### src/rtl/rf_wb_arbiter_pkg.sv
// Shared constants for the register-file writeback arbiter.
// Source indices name the fixed requester slots wired at the top level.
package rf_wb_arbiter_pkg;

    localparam int REG_ADDR_W = 5;
    localparam int NUM_REGS   = 32;

    localparam int SRC_ALU = 0;
    localparam int SRC_LSU = 1;
    localparam int SRC_MDU = 2;

    // Next round-robin pointer after granting source g out of n.
    function automatic int rr_next(input int g, input int n);
        return (g == n - 1) ? 0 : g + 1;
    endfunction

endpackage

### src/rtl/rf_wb_arbiter_rr.sv
// Round-robin one-hot grant: first requester at or after ptr, wrapping modulo N.
// Purely combinational; the pointer is owned and updated by the parent.
module rr_arbiter #(
    parameter int N     = 3,
    parameter int PTR_W = (N > 1) ? $clog2(N) : 1
) (
    input  logic [N-1:0]     req,
    input  logic [PTR_W-1:0] ptr,
    output logic [N-1:0]     gnt
);

    logic found;

    // Two passes: upper segment [ptr, N-1] first, then the wrapped segment [0, ptr-1].
    always_comb begin
        gnt   = '0;
        found = 1'b0;
        for (int i = 0; i < N; i++) begin
            if (!found && req[i] && (i >= int'(ptr))) begin
                gnt[i] = 1'b1;
                found  = 1'b1;
            end
        end
        for (int i = 0; i < N; i++) begin
            if (!found && req[i] && (i < int'(ptr))) begin
                gnt[i] = 1'b1;
                found  = 1'b1;
            end
        end
    end

endmodule

### src/rtl/rf_wb_arbiter.sv
// Round-robin share of the register-file write port plus a busy scoreboard for
// long-latency destinations; one cycle from handshake to the write port.
module rf_wb_arbiter
    import rf_wb_arbiter_pkg::*;
#(
    parameter int DATA_WIDTH = 32,
    parameter int NUM_SRC    = 3
) (
    input  logic                            clk,
    input  logic                            reset,
    input  logic [NUM_SRC-1:0]              src_valid,
    input  logic [NUM_SRC*REG_ADDR_W-1:0]   src_addr,
    input  logic [NUM_SRC*DATA_WIDTH-1:0]   src_data,
    output logic [NUM_SRC-1:0]              src_ready,
    input  logic                            wb_hold,
    output logic                            rf_wr_en,
    output logic [REG_ADDR_W-1:0]           rf_wr_addr,
    output logic [DATA_WIDTH-1:0]           rf_wr_data,
    input  logic                            sb_set_en,
    input  logic [REG_ADDR_W-1:0]           sb_set_addr,
    input  logic [REG_ADDR_W-1:0]           rs1_addr,
    input  logic [REG_ADDR_W-1:0]           rs2_addr,
    output logic                            rs1_busy,
    output logic                            rs2_busy,
    output logic                            sb_err
);

    localparam int PTR_W = (NUM_SRC > 1) ? $clog2(NUM_SRC) : 1;

    logic [PTR_W-1:0]      rr_ptr_q, rr_ptr_d;
    logic                  rf_wr_en_q, rf_wr_en_d;
    logic [REG_ADDR_W-1:0] rf_wr_addr_q, rf_wr_addr_d;
    logic [DATA_WIDTH-1:0] rf_wr_data_q, rf_wr_data_d;
    logic [NUM_REGS-1:0]   busy_q, busy_d;
    logic                  sb_err_q, sb_err_d;

    logic [NUM_SRC-1:0]    gnt;
    logic [PTR_W-1:0]      gnt_idx;
    logic                  any_gnt;
    logic [REG_ADDR_W-1:0] sel_addr;
    logic [DATA_WIDTH-1:0] sel_data;
    logic                  clr_hit;

    rr_arbiter #(
        .N     (NUM_SRC),
        .PTR_W (PTR_W)
    ) u_rr (
        .req (src_valid),
        .ptr (rr_ptr_q),
        .gnt (gnt)
    );

    assign src_ready = (reset || wb_hold) ? '0 : gnt;
    assign any_gnt   = |src_ready;

    always_comb begin
        gnt_idx  = '0;
        sel_addr = '0;
        sel_data = '0;
        for (int i = 0; i < NUM_SRC; i++) begin
            if (src_ready[i]) begin
                gnt_idx  = PTR_W'(i);
                sel_addr = src_addr[REG_ADDR_W*i +: REG_ADDR_W];
                sel_data = src_data[DATA_WIDTH*i +: DATA_WIDTH];
            end
        end
    end

    // An x0 request is still accepted (and moves the pointer) but never writes.
    always_comb begin
        rr_ptr_d     = rr_ptr_q;
        rf_wr_en_d   = 1'b0;
        rf_wr_addr_d = rf_wr_addr_q;
        rf_wr_data_d = rf_wr_data_q;
        if (any_gnt) begin
            rr_ptr_d     = PTR_W'(rr_next(int'(gnt_idx), NUM_SRC));
            rf_wr_en_d   = (sel_addr != '0);
            rf_wr_addr_d = sel_addr;
            rf_wr_data_d = sel_data;
        end
    end

    // The clear rides on the write that commits this cycle; a same-cycle set wins.
    always_comb begin
        busy_d   = busy_q;
        sb_err_d = sb_err_q;
        clr_hit  = rf_wr_en_q && (rf_wr_addr_q == sb_set_addr);
        if (rf_wr_en_q) begin
            busy_d[rf_wr_addr_q] = 1'b0;
        end
        if (sb_set_en && (sb_set_addr != '0)) begin
            if (busy_q[sb_set_addr] && !clr_hit) begin
                sb_err_d = 1'b1;
            end
            busy_d[sb_set_addr] = 1'b1;
        end
        busy_d[0] = 1'b0;
    end

    always_ff @(posedge clk or posedge reset) begin
        if (reset) begin
            rr_ptr_q     <= '0;
            rf_wr_en_q   <= 1'b0;
            rf_wr_addr_q <= '0;
            rf_wr_data_q <= '0;
            busy_q       <= '0;
            sb_err_q     <= 1'b0;
        end else begin
            rr_ptr_q     <= rr_ptr_d;
            rf_wr_en_q   <= rf_wr_en_d;
            rf_wr_addr_q <= rf_wr_addr_d;
            rf_wr_data_q <= rf_wr_data_d;
            busy_q       <= busy_d;
            sb_err_q     <= sb_err_d;
        end
    end

    assign rf_wr_en   = rf_wr_en_q;
    assign rf_wr_addr = rf_wr_addr_q;
    assign rf_wr_data = rf_wr_data_q;
    assign rs1_busy   = busy_q[rs1_addr];
    assign rs2_busy   = busy_q[rs2_addr];
    assign sb_err     = sb_err_q;

endmodule

### config.mk
export PLATFORM = sky130hd
export DESIGN_NAME = rf_wb_arbiter
export DESIGN_NICKNAME = d
export VERILOG_FILES = /design/src/rtl/rf_wb_arbiter_pkg.sv /design/src/rtl/rf_wb_arbiter_rr.sv /design/src/rtl/rf_wb_arbiter.sv
export SDC_FILE = /design/constraint.sdc
export NUM_CORES = 1
export LEC_CHECK = 0
export CAP_MARGIN = 40
export CORE_ASPECT_RATIO = 1.75
export CORE_MARGIN = 1.5
export CORE_UTILIZATION = 39
export DETAILED_ROUTE_END_ITERATION = 10
export PLACE_DENSITY = 0.75
export SETUP_SLACK_MARGIN = 0.5
export SLEW_MARGIN = 20
export SYNTH_ARGS = -nofsm -noshare
export SYNTH_HDL_FRONTEND = slang
export SYNTH_SLANG_ARGS = --single-unit
export TNS_END_PERCENT = 1
### constraint.sdc
create_clock -name clk -period 2.1 [get_ports clk]
set_input_delay 0.21 -clock clk [delete_from_list [all_inputs] [get_ports clk]]
set_output_delay 0.21 -clock clk [all_outputs]
set_load 0.03 [all_outputs]
==> summary.txt <==
Critical path
  • Arr. time, crit path: 2.18 ns
  • Critical Path Start Type: flop
  • Worst Path Class, Setup: reg2out
  • Crit path max fanout: 3
  • R2R setup slack: 0.22 ns
  • Crit end category: primary output
  • WP data required: 1.89 ns

Routing
  • Drt wl/cell: 22.2 um
  • Drt initial violations: 275
  • DRC: 0
  • Via-per-instance ratio: 6.01
  • DR vias: 4,804
  • Initial DRT Pass Iterations: 5
  • Final Routed Wirelength: 17,800 um
  • Final ANT Viol Nets: 0

Floorplanning
  • Die area: 11,400 um2
  • Die Wd: 81.3 um
  • # rows: 49
  • I/O pins: 177
  • Chip Height: 140 um
  • Effective utilization at floorplan: 40.4%
  • Core area: 10,400 um2

Finish
  • Layout cells sized above 1: 28.8%
  • Layout Nets: 798
  • Commonest non-fill, non-tap cell in the layout: clkdlybuf4s50_1
  • Area grow syn2layout: 76.6%
  • Most frequent cells in the layout: clkdlybuf4s50_1 (125), dfrtp_1 (66), o21ai_0 (63), buf_4 (53), nor2_1 (45)

Power and ir drop
  • Sw power: 2.69 mW
  • Tot Pwr: 7.43 mW
  • Comb power frac: 42.3%
  • Internal: 4.74 mW
  • P_leak: 3.01 nW
  • Sequential power share: 32.0%
  • Clock Power Share: 25.7%
  • Cell area power density: 1010 nW/um2
  • IR Drop Worst-Case VDD: 633 uV
  • Switching part of the total power: 36.2%

CTS
  • Clk buf depth: 2
  • Clk Latency, worst-skew pair: 0.34 ns
  • TritonCTS clock tree: built
  • Clock slew at reported path FFs: 0.06 ns
  • Total CTS buffers: 9
  • Clock sinks: 72
  • Post-CTS Setup Bufs: 0
  • H-tree Lvls: 3
  • Hold buffers post-CTS: 0
  • CTS root buffer: clkbuf_16

Synth
  • Synth area leader: dfrtp_1
  • Top_reg_cell synth: dfrtp_1
  • FF+latch count, synth: 72
  • Async SR Flop Fraction: 100%
  • Post-synth EDFFs: 0
  • Synth cell types: 41
  • Post-Syn Nets: 571
  • Synth area leaders: dfrtp_1 (43%), mux4_2 (10%), o21ai_0 (9.3%)
  • Yosys warnings: 0
  • Share of the synthesized area in the top cell type: 43.0%
  • Post-Syn Area: 4190 um2
  • Synth Area per Inst: 9.56 um2
  • Syn Inst Count: 438
  • Sequential share of the synthesized area: 43.0%

Place
  • Post-DP HPWL: 13,300 um
  • Port buffer count: 176
  • Routability cong.: 0.971

Global routing
  • Initial antenna violation count: 1
  • GRT Residual Overflow: 0
  • First-pass GRT wire length: 26,800 um
  • Vias in the first global route: 5,092
  • Pin count of the biggest net entering global routing: 54
  • Gr usage total: 31.9%

Timing
  • Actual slew at the worst max-slew pin: 0.481 ns
  • RSZ-0062 raised after global routing: true
  • Max Fclk: 418 MHz
  • Setup violators final: 2
  • Relative max-transition margin: 67.9%
  • Min Hold Slack: 0.367 ns
  • Max Transition Viols Final: 0
  • Final Hold Fails: 0
  • Worst Skew: 0.00588 ns
  • Crit share post-route: 114%
  • Setup ws final: -0.294 ns
  • Crit path time final: 2.39 ns

Min path
  • HP Class: in2async

Status
  • Failing checks: setup timing
  • Run status: finished, violations left

Job
  • Max_cap viols: 0
==> path summary, 6_finish.rpt <==
| path | to | cells past startpoint | from |
|---|---|---|---|
| min reg2reg | rf_wr_data[13] | 2 | rf_wr_data[13] |
| min in group clk | busy_q[3] | 3 | sb_set_addr[3] |
| max in group asynchronous | rr_ptr_q[1] | 4 | reset |
| max reg2reg | rf_wr_en | 6 | rr_ptr_q[1] |
| min | rr_ptr_q[0] | 3 | reset |
| max | rs1_busy | 4 | busy_q[15] |
==> sequential cells by signal, summed over array words and instances, names as in the netlist <==
signal	cells
rf_wr_en	1
sb_err	1
rf_wr_data	32
rf_wr_addr	5
busy_q	31
rr_ptr_q	2
==> through the flow <==
stage                     setup WS, ns  area (um2)  cells  setup TNS [ns]  utilization, %
after global placement          -0.818        6560    781           -1.72            63.3
after detailed placement        -0.873        6560    781           -1.84            63.3
after global routing            -0.317        7380    797          -0.596            71.3
after floorplan                  0.171        4190    438               0               -
final                           -0.294        7390    799          -0.540            71.3
after CTS                       -0.300        7160    797          -0.555            69.1
==> metal layers <==
metal / global-route usage [%] / up-vias / share of wire, %
met5: 0 / - / 0
met2: 54.2 / 278 / 52
met3: 8.27 / 68 / 8.5
met1: 33.8 / 2340 / 33
li1: - / 2118 / -
met4: 20.1 / 0 / 6.1
==> synth_stat cells, drive strengths merged (2+ instances only) <==
library cell / instances
o21ai: 78
dfrtp: 72
nor2: 47
nand2: 44
a22oi: 32
a31oi: 22
clkbuf: 20
mux4: 19
a21oi: 11
buf: 11
mux2i: 11
nand3b: 10
a222oi: 5
mux2: 5
nand3: 5
inv: 4
nor2b: 4
o31ai: 4
xor2: 4
or3b: 3
nand2b: 2
nand4: 2
o2111ai: 2
o22ai: 2
o32ai: 2
or3: 2
==> worst max-delay path: stages (launching register included) <==
cell and delay [ns]:
dfrtp_1 0.42, mux4_2 0.49, mux4_2 0.51, mux2_4 0.29, buf_6 0.14
==> cells by family after synthesis <==
group	Yosys count	share of synthesized area [%]
compound gates	168	24.8
xor+xnor	5	1.05
buf+inv	35	3.47
flops	72	43.0
mux	35	14.2
simple gates	123	13.5
==> what timing repair did <==
action,4_1_cts,5_1_grt
pin swaps,69,69
resized for setup,124,60
setup endpoints to repair,65,64
==> layout make-up <==
cell class                      count  area (um2)
Antenna cell                        2        5.00
Clock buffer                        9         225
Clock inverter                      7         144
Fill cell                         752        2970
Inverter                            4        18.8
Multi-Input combinational cell    331        2590
Sequential cell                    72        1810
Tap cell                          127         159
Timing Repair Buffer              247        2430
==> power by group through the flow <==
stage	logic (mW)	registers [mW]	clock network (mW)
floorplan	1.22	2.55	0
global placement	2.92	2.34	0
detailed placement	2.98	2.37	0
CTS	3.04	2.36	1.93
global route	3.35	2.43	1.99
finish	3.15	2.38	1.91
Note: power is estimated with default switching activity, not from simulation.
